--- config.mk ---
export PLATFORM = sky130hd
export DESIGN_NAME = writeback_queue_flat
export DESIGN_NICKNAME = d
export VERILOG_FILES = /design/src/rtl/writeback_queue_if.sv /design/src/rtl/writeback_queue.sv /design/src/flat_wrapper.sv
export SDC_FILE = /design/constraint.sdc
export NUM_CORES = 1
export LEC_CHECK = 0
export BUFFER_PORTS_ARGS = -buffer_cell sky130_fd_sc_hd__buf_2
export CAP_MARGIN = 20
export CORE_MARGIN = 1.5
export CORE_UTILIZATION = 30
export CTS_BUF_LIST = sky130_fd_sc_hd__clkbuf_8
export DETAILED_ROUTE_END_ITERATION = 8
export PLACE_DENSITY = 0.53
export SLEW_MARGIN = 20
export SYNTH_ARGS = -nofsm -noshare
export SYNTH_HDL_FRONTEND = slang
export SYNTH_SLANG_ARGS = --single-unit
--- constraint.sdc ---
create_clock -name clock -period 3.9 [get_ports clock]
set_input_delay 0.195 -clock clock [delete_from_list [all_inputs] [get_ports clock]]
set_output_delay 0.195 -clock clock [all_outputs]
set_load 0.02 [all_outputs]
--- src/rtl/writeback_queue_if.sv ---
// rtl/writeback_queue_if.sv - enqueue, register-file write and bypass signals of the writeback queue
interface writeback_queue_if #(
    parameter int DEPTH  = 4,
    parameter int DATA_W = 32,
    parameter int ADDR_W = 5
);
    localparam int CW = $clog2(DEPTH) + 1;

    // load-unit enqueue port
    logic              mem_valid;
    logic [ADDR_W-1:0] mem_addr;
    logic [DATA_W-1:0] mem_data;
    logic              mem_ready;

    // ALU enqueue port
    logic              alu_valid;
    logic              alu_link;
    logic [ADDR_W-1:0] alu_addr;
    logic [DATA_W-1:0] alu_data;
    logic              alu_ready;

    // register-file write port
    logic              rf_ready;
    logic              wb_en;
    logic [ADDR_W-1:0] wb_addr;
    logic [DATA_W-1:0] wb_data;

    // operand bypass lookup
    logic [ADDR_W-1:0] byp_addr;
    logic              byp_hit;
    logic [DATA_W-1:0] byp_data;

    logic [CW-1:0]     count;

    modport master (
        output mem_valid, mem_addr, mem_data,
        output alu_valid, alu_link, alu_addr, alu_data,
        output rf_ready, byp_addr,
        input  mem_ready, alu_ready, wb_en, wb_addr, wb_data,
        input  byp_hit, byp_data, count
    );

    modport slave (
        input  mem_valid, mem_addr, mem_data,
        input  alu_valid, alu_link, alu_addr, alu_data,
        input  rf_ready, byp_addr,
        output mem_ready, alu_ready, wb_en, wb_addr, wb_data,
        output byp_hit, byp_data, count
    );
endinterface

--- src/rtl/writeback_queue.sv ---
// rtl/writeback_queue.sv - in-order register-file writeback queue with two enqueue ports and operand bypass
module writeback_queue #(
    parameter int DEPTH  = 4,
    parameter int DATA_W = 32,
    parameter int ADDR_W = 5
) (
    input  logic               clock,
    input  logic               reset,
    writeback_queue_if.slave   wq
);
    localparam int PW = $clog2(DEPTH);
    localparam int CW = PW + 1;

    localparam logic [CW-1:0]     FULL     = CW'(DEPTH);
    localparam logic [CW-1:0]     ALMOST   = CW'(DEPTH - 1);
    localparam logic [ADDR_W-1:0] LINK_REG = ADDR_W'(31);

    // entry storage; vld_q marks slots holding a not-yet-written result
    logic [ADDR_W-1:0] addr_q [DEPTH];
    logic [DATA_W-1:0] data_q [DEPTH];
    logic [DEPTH-1:0]  vld_q;

    logic [PW-1:0]     wr_ptr;
    logic [PW-1:0]     rd_ptr;
    logic [CW-1:0]     cnt;

    logic              mem_rdy;
    logic              alu_rdy;
    logic              mem_acc;
    logic              alu_acc;
    logic              deq;
    logic [PW-1:0]     alu_slot;
    logic [ADDR_W-1:0] alu_tgt;

    logic              hit;
    logic [DATA_W-1:0] hit_data;
    logic [PW-1:0]     scan_idx;

    // acceptance uses the registered count only, so a same-cycle retire never
    // frees space early; the load unit keeps priority for the last slot
    always_comb begin
        mem_rdy  = cnt < FULL;
        alu_rdy  = (cnt < ALMOST) || ((cnt < FULL) && !wq.mem_valid);
        mem_acc  = wq.mem_valid && mem_rdy;
        alu_acc  = wq.alu_valid && alu_rdy;
        deq      = (cnt != '0) && wq.rf_ready;
        alu_slot = mem_acc ? (wr_ptr + PW'(1)) : wr_ptr;
        alu_tgt  = wq.alu_link ? LINK_REG : wq.alu_addr;
    end

    // entry writes; the load result is older than a same-cycle ALU result
    always_ff @(posedge clock or negedge reset) begin
        if (!reset) begin
            vld_q <= '0;
            for (int i = 0; i < DEPTH; i++) begin
                addr_q[i] <= '0;
                data_q[i] <= '0;
            end
        end else begin
            if (deq) begin
                vld_q[rd_ptr] <= 1'b0;
            end
            if (mem_acc) begin
                addr_q[wr_ptr] <= wq.mem_addr;
                data_q[wr_ptr] <= wq.mem_data;
                vld_q[wr_ptr]  <= 1'b1;
            end
            if (alu_acc) begin
                addr_q[alu_slot] <= alu_tgt;
                data_q[alu_slot] <= wq.alu_data;
                vld_q[alu_slot]  <= 1'b1;
            end
        end
    end

    // pointer and occupancy bookkeeping; pointers wrap naturally at DEPTH
    always_ff @(posedge clock or negedge reset) begin
        if (!reset) begin
            wr_ptr <= '0;
            rd_ptr <= '0;
            cnt    <= '0;
        end else begin
            wr_ptr <= wr_ptr + PW'(mem_acc) + PW'(alu_acc);
            rd_ptr <= rd_ptr + PW'(deq);
            cnt    <= cnt + CW'(mem_acc) + CW'(alu_acc) - CW'(deq);
        end
    end

    // bypass scan from head towards tail so the youngest match wins; the
    // retiring head stays visible and same-cycle enqueues are not yet stored
    always_comb begin
        hit      = 1'b0;
        hit_data = '0;
        scan_idx = '0;
        for (int i = 0; i < DEPTH; i++) begin
            scan_idx = rd_ptr + PW'(i);
            if (vld_q[scan_idx] && (addr_q[scan_idx] == wq.byp_addr)) begin
                hit      = 1'b1;
                hit_data = data_q[scan_idx];
            end
        end
    end

    assign wq.mem_ready = mem_rdy;
    assign wq.alu_ready = alu_rdy;
    assign wq.count     = cnt;
    assign wq.wb_en     = (cnt != '0);
    assign wq.wb_addr   = (cnt != '0) ? addr_q[rd_ptr] : '0;
    assign wq.wb_data   = (cnt != '0) ? data_q[rd_ptr] : '0;
    assign wq.byp_hit   = hit;
    assign wq.byp_data  = hit_data;

endmodule

--- src/flat_wrapper.sv ---
// flat-port wrapper written by rule: the top's interface ports become plain ports
module writeback_queue_flat 
#(
    parameter int DEPTH  = 4,
    parameter int DATA_W = 32,
    parameter int ADDR_W = 5
)
  (clock, reset, wq_mem_valid, wq_mem_addr, wq_mem_data, wq_alu_valid, wq_alu_link, wq_alu_addr, wq_alu_data, wq_rf_ready, wq_byp_addr, wq_mem_ready, wq_alu_ready, wq_wb_en, wq_wb_addr, wq_wb_data, wq_byp_hit, wq_byp_data, wq_count);
  writeback_queue_if #(.DEPTH(DEPTH), .DATA_W(DATA_W), .ADDR_W(ADDR_W)) wq_i ();
  input  logic clock;
  input  logic reset;
  input wire logic [$bits(wq_i.mem_valid)-1:0] wq_mem_valid;
  input wire logic [$bits(wq_i.mem_addr)-1:0] wq_mem_addr;
  input wire logic [$bits(wq_i.mem_data)-1:0] wq_mem_data;
  input wire logic [$bits(wq_i.alu_valid)-1:0] wq_alu_valid;
  input wire logic [$bits(wq_i.alu_link)-1:0] wq_alu_link;
  input wire logic [$bits(wq_i.alu_addr)-1:0] wq_alu_addr;
  input wire logic [$bits(wq_i.alu_data)-1:0] wq_alu_data;
  input wire logic [$bits(wq_i.rf_ready)-1:0] wq_rf_ready;
  input wire logic [$bits(wq_i.byp_addr)-1:0] wq_byp_addr;
  output wire logic [$bits(wq_i.mem_ready)-1:0] wq_mem_ready;
  output wire logic [$bits(wq_i.alu_ready)-1:0] wq_alu_ready;
  output wire logic [$bits(wq_i.wb_en)-1:0] wq_wb_en;
  output wire logic [$bits(wq_i.wb_addr)-1:0] wq_wb_addr;
  output wire logic [$bits(wq_i.wb_data)-1:0] wq_wb_data;
  output wire logic [$bits(wq_i.byp_hit)-1:0] wq_byp_hit;
  output wire logic [$bits(wq_i.byp_data)-1:0] wq_byp_data;
  output wire logic [$bits(wq_i.count)-1:0] wq_count;
  assign wq_i.mem_valid = wq_mem_valid;
  assign wq_i.mem_addr = wq_mem_addr;
  assign wq_i.mem_data = wq_mem_data;
  assign wq_i.alu_valid = wq_alu_valid;
  assign wq_i.alu_link = wq_alu_link;
  assign wq_i.alu_addr = wq_alu_addr;
  assign wq_i.alu_data = wq_alu_data;
  assign wq_i.rf_ready = wq_rf_ready;
  assign wq_i.byp_addr = wq_byp_addr;
  assign wq_mem_ready = wq_i.mem_ready;
  assign wq_alu_ready = wq_i.alu_ready;
  assign wq_wb_en = wq_i.wb_en;
  assign wq_wb_addr = wq_i.wb_addr;
  assign wq_wb_data = wq_i.wb_data;
  assign wq_byp_hit = wq_i.byp_hit;
  assign wq_byp_data = wq_i.byp_data;
  assign wq_count = wq_i.count;
  writeback_queue #(.DEPTH(DEPTH), .DATA_W(DATA_W), .ADDR_W(ADDR_W)) u_core (.clock(clock), .reset(reset), .wq(wq_i));
endmodule
==> out/results.ini <==
[layout]
drive_gt1_share_pct=29.6
final_common_cell=mux2i_1
area_growth_pct=19.8
num-nets-final=1500
stdcell_area_um2=15600
stdcell_count=2000
layout_common_cells=mux2i_1, buf_2, dfrtp_1, nand2_1, mux4_2

[synth]
synth-simple-area-share_pct=9.31
ys_async_sr_fraction_pct=100
synth_top_family_by_area=multiplexers
synth_edf_count=0
synth_flop_cell=dfrtp_1
synth_mux_area_share_pct=37.5
synth_area_leader_cell=dfrtp_1
ys_top_cells_by_area=dfrtp_1, mux4_2, mux2i_1
synth_cell_type_count=44
synthCells=1246
synth_top_area_share_pct=30.5
ys_seq_area_share_pct=30.5
synth-xor-area-share_pct=1.75
synth-compound-area-share_pct=13.4
ys_ff_latch=159
yosys_warnings=0
synth_area_um2=13000
synthAdderAreaFrac_pct=1.52
syn_nets=1345
syn_area_per_cell_um2=10.5

[clocking]
clkTransAtPathRegs_ns=0.09
cts_tree=done
h-tree-depth=4
cts-root-buf=clkbuf_8
cts_buffer_depth=2
numCtsBuffers=17
cts_sinks=159
clk_latency_ns=0.51

[worst_setup_path]
end_kind=output port
worstPathCellList=buf_4 > buf_8 > mux4_2 > xnor2_1 > nor4_2 > and3_4 > or2_2 > buf_12 > or3b_1 > buf_2
crit_arrival_ns=3.54
cp_max_fo=40
critPathKind=reg -> out
worstPathRequired_ns=3.70
slowest_stage=mux4_2
critical_path.max_stage_delay_ns=0.57
start_kind=register

[global_routing]
grt_pass1_vias=10900
grt_overflow=0
grt_usage_pct=19.6
antenna_found_initial=3
grt_pass1_wl_um=66100
grt_max_degree=76

[timing]
post-route-min-period_ns=3.73
max_freq_mhz=268
fin_crit_sh_pct=95.7
hold_viol=0
setup_tns_ns=0
slew_violations=0
skew_ns=0.0197
setup_violations=0
maxSlewHeadroom_pct=34.8
hold-worst-slack_ns=0.0437
rsz0062_at_grt=false
worst_pin_slew_ns=0.978

[detailed_routing]
vias=11000
wirelength_um=43000
drt-initial-drc-count=700
viasPerCell=5.51
wl_per_cell_um=21.5
ant_nets=0
drc=0
dr.pass1.iters=5

[floorplan]
chipHeight_um=211
fp.dieArea_um2=44700
initial_core_util_pct=30.3
num_rows=76
core_um2=43000
die_w_um=211
io_pins=161

[placement]
hpwlAfterDp_um=27000
io_buffers=160
postPlaceCellArea_um2=14500
place_inst=1898
place_congestion=0.806

[min_path]
hold_path_class=in -> reg

[pwr]
p_per_area_nw_per_um2=967
p_leak_nw=7.00
ir_worst_vdd_mv=0.632

[run]
max_cap_viol_count=0

[status]
outcome=finished, final reports clean

## flip-flops by register name, indices dropped and copies added, names as in the netlist
register,count
u_core.rd_ptr,2
u_core.wq.count,3
u_core.addr_q,20
u_core.data_q,128
u_core.wr_ptr,2
u_core.vld_q,4
## timing repair
action,in CTS,in global routing
gates cloned,0,0
pin swaps,0,1
gates resized for setup,5,8
hold buffers,63,0
setup endpoints to repair,33,18
hold endpoints to repair,198,0
buffers inserted,6,0
## cells in the mapped netlist, types with 2 or more instances
master      n
xor2_1     12
o21ai_0    88
nor2_1     68
xnor2_1    14
nand4_1     2
buf_4       7
mux2i_1   167
o221ai_1   22
and3_1      3
a31oi_1    33
mux4_2    141
a21oi_1    78
a21o_1      2
nand2_1   148
clkbuf_1   66
o32ai_1     2
fa_1        3
buf_1      14
nor3_1     14
a211oi_1   36
nand3_1     6
o221ai_2   10
buf_6       9
o22ai_1     2
buf_2      29
mux2_2      2
inv_1      48
dfrtp_1   159
ha_1       11
nor2b_1    36
## layout make-up
class | instances | area (µm²)
Antenna cell | 3 | 7.51
Clock buffer | 20 | 275
Clock inverter | 10 | 100
Fill cell | 4378 | 27400
Inverter | 49 | 184
Multi-Input combinational cell | 913 | 8510
Sequential cell | 159 | 3990
Tap cell | 585 | 732
Timing Repair Buffer | 261 | 1820
## path summary, 6_finish.rpt
kind / startpoint / to / slack [ns] / cells past startpoint
max: u_core.rd_ptr[0]$_DFF_PN0_ / wq_byp_hit / 0.17 / 10
min: wq_mem_data[10] / u_core.data_q[74]$_DFF_PN0_ / 0.04 / 3
max reg2reg: u_core.wq.count[2]$_DFF_PN0_ / u_core.addr_q[11]$_DFF_PN0_ / 0.79 / 9
min reg2reg: u_core.vld_q[3]$_DFF_PN0_ / u_core.vld_q[3]$_DFF_PN0_ / 0.60 / 2
max in group asynchronous: reset / u_core.data_q[35]$_DFF_PN0_ / 2.59 / 3
min in group asynchronous: reset / u_core.data_q[25]$_DFF_PN0_ / 0.21 / 2
## logic make-up (layout without fill, tap and decap cells)
| kind of cell | after synthesis | count (layout) |
|---|---|---|
| simple gates | 283 | 283 |
| fa+ha+maj | 14 | 14 |
| compound gates | 279 | 279 |
| mux | 311 | 311 |
| xor+xnor | 26 | 26 |
| other cells | 0 | 3 |
| buf+inv | 174 | 340 |
| flops | 159 | 159 |
## worst max-delay path, delay by kind of cell, from the launching register on
family | cells | cell delay, ns
and+or+nand+nor | 4 | 0.98
buffers and inverters | 4 | 0.81
muxes | 1 | 0.57
DFF | 1 | 0.43
xor gates and xnor gates | 1 | 0.21
## report_power, final
part / internal, mW / switching [mW] / total (mW)
Combinational: 5.05 / 5.22 / 10.3
Clock: 0.601 / 0.657 / 1.26
Sequential: 2.50 / 1.08 / 3.58
Total: 8.15 / 6.95 / 15.1
## through the flow
stage / total power, mW / util (%) / setup slack, ns
global route: 16.2 / 36.3 / 0.0203
floorplan: 11.0 / - / 0.0908
global placement: 13.5 / 33.8 / 0.312
CTS: 15.1 / 36.2 / 0.0672
finish: 15.1 / 36.3 / 0.167
detailed placement: 13.6 / 33.8 / 0.247
## routing by layer
metal	vias to the layer above	GRT usage, %	share of wire [%]
li1	4984	-	-
met1	5642	26.7	45
met2	372	32.0	49
met3	30	3.87	5.5
met4	0	4.73	1.2
met5	-	0	0
Note: power is estimated with default switching activity, not from simulation.
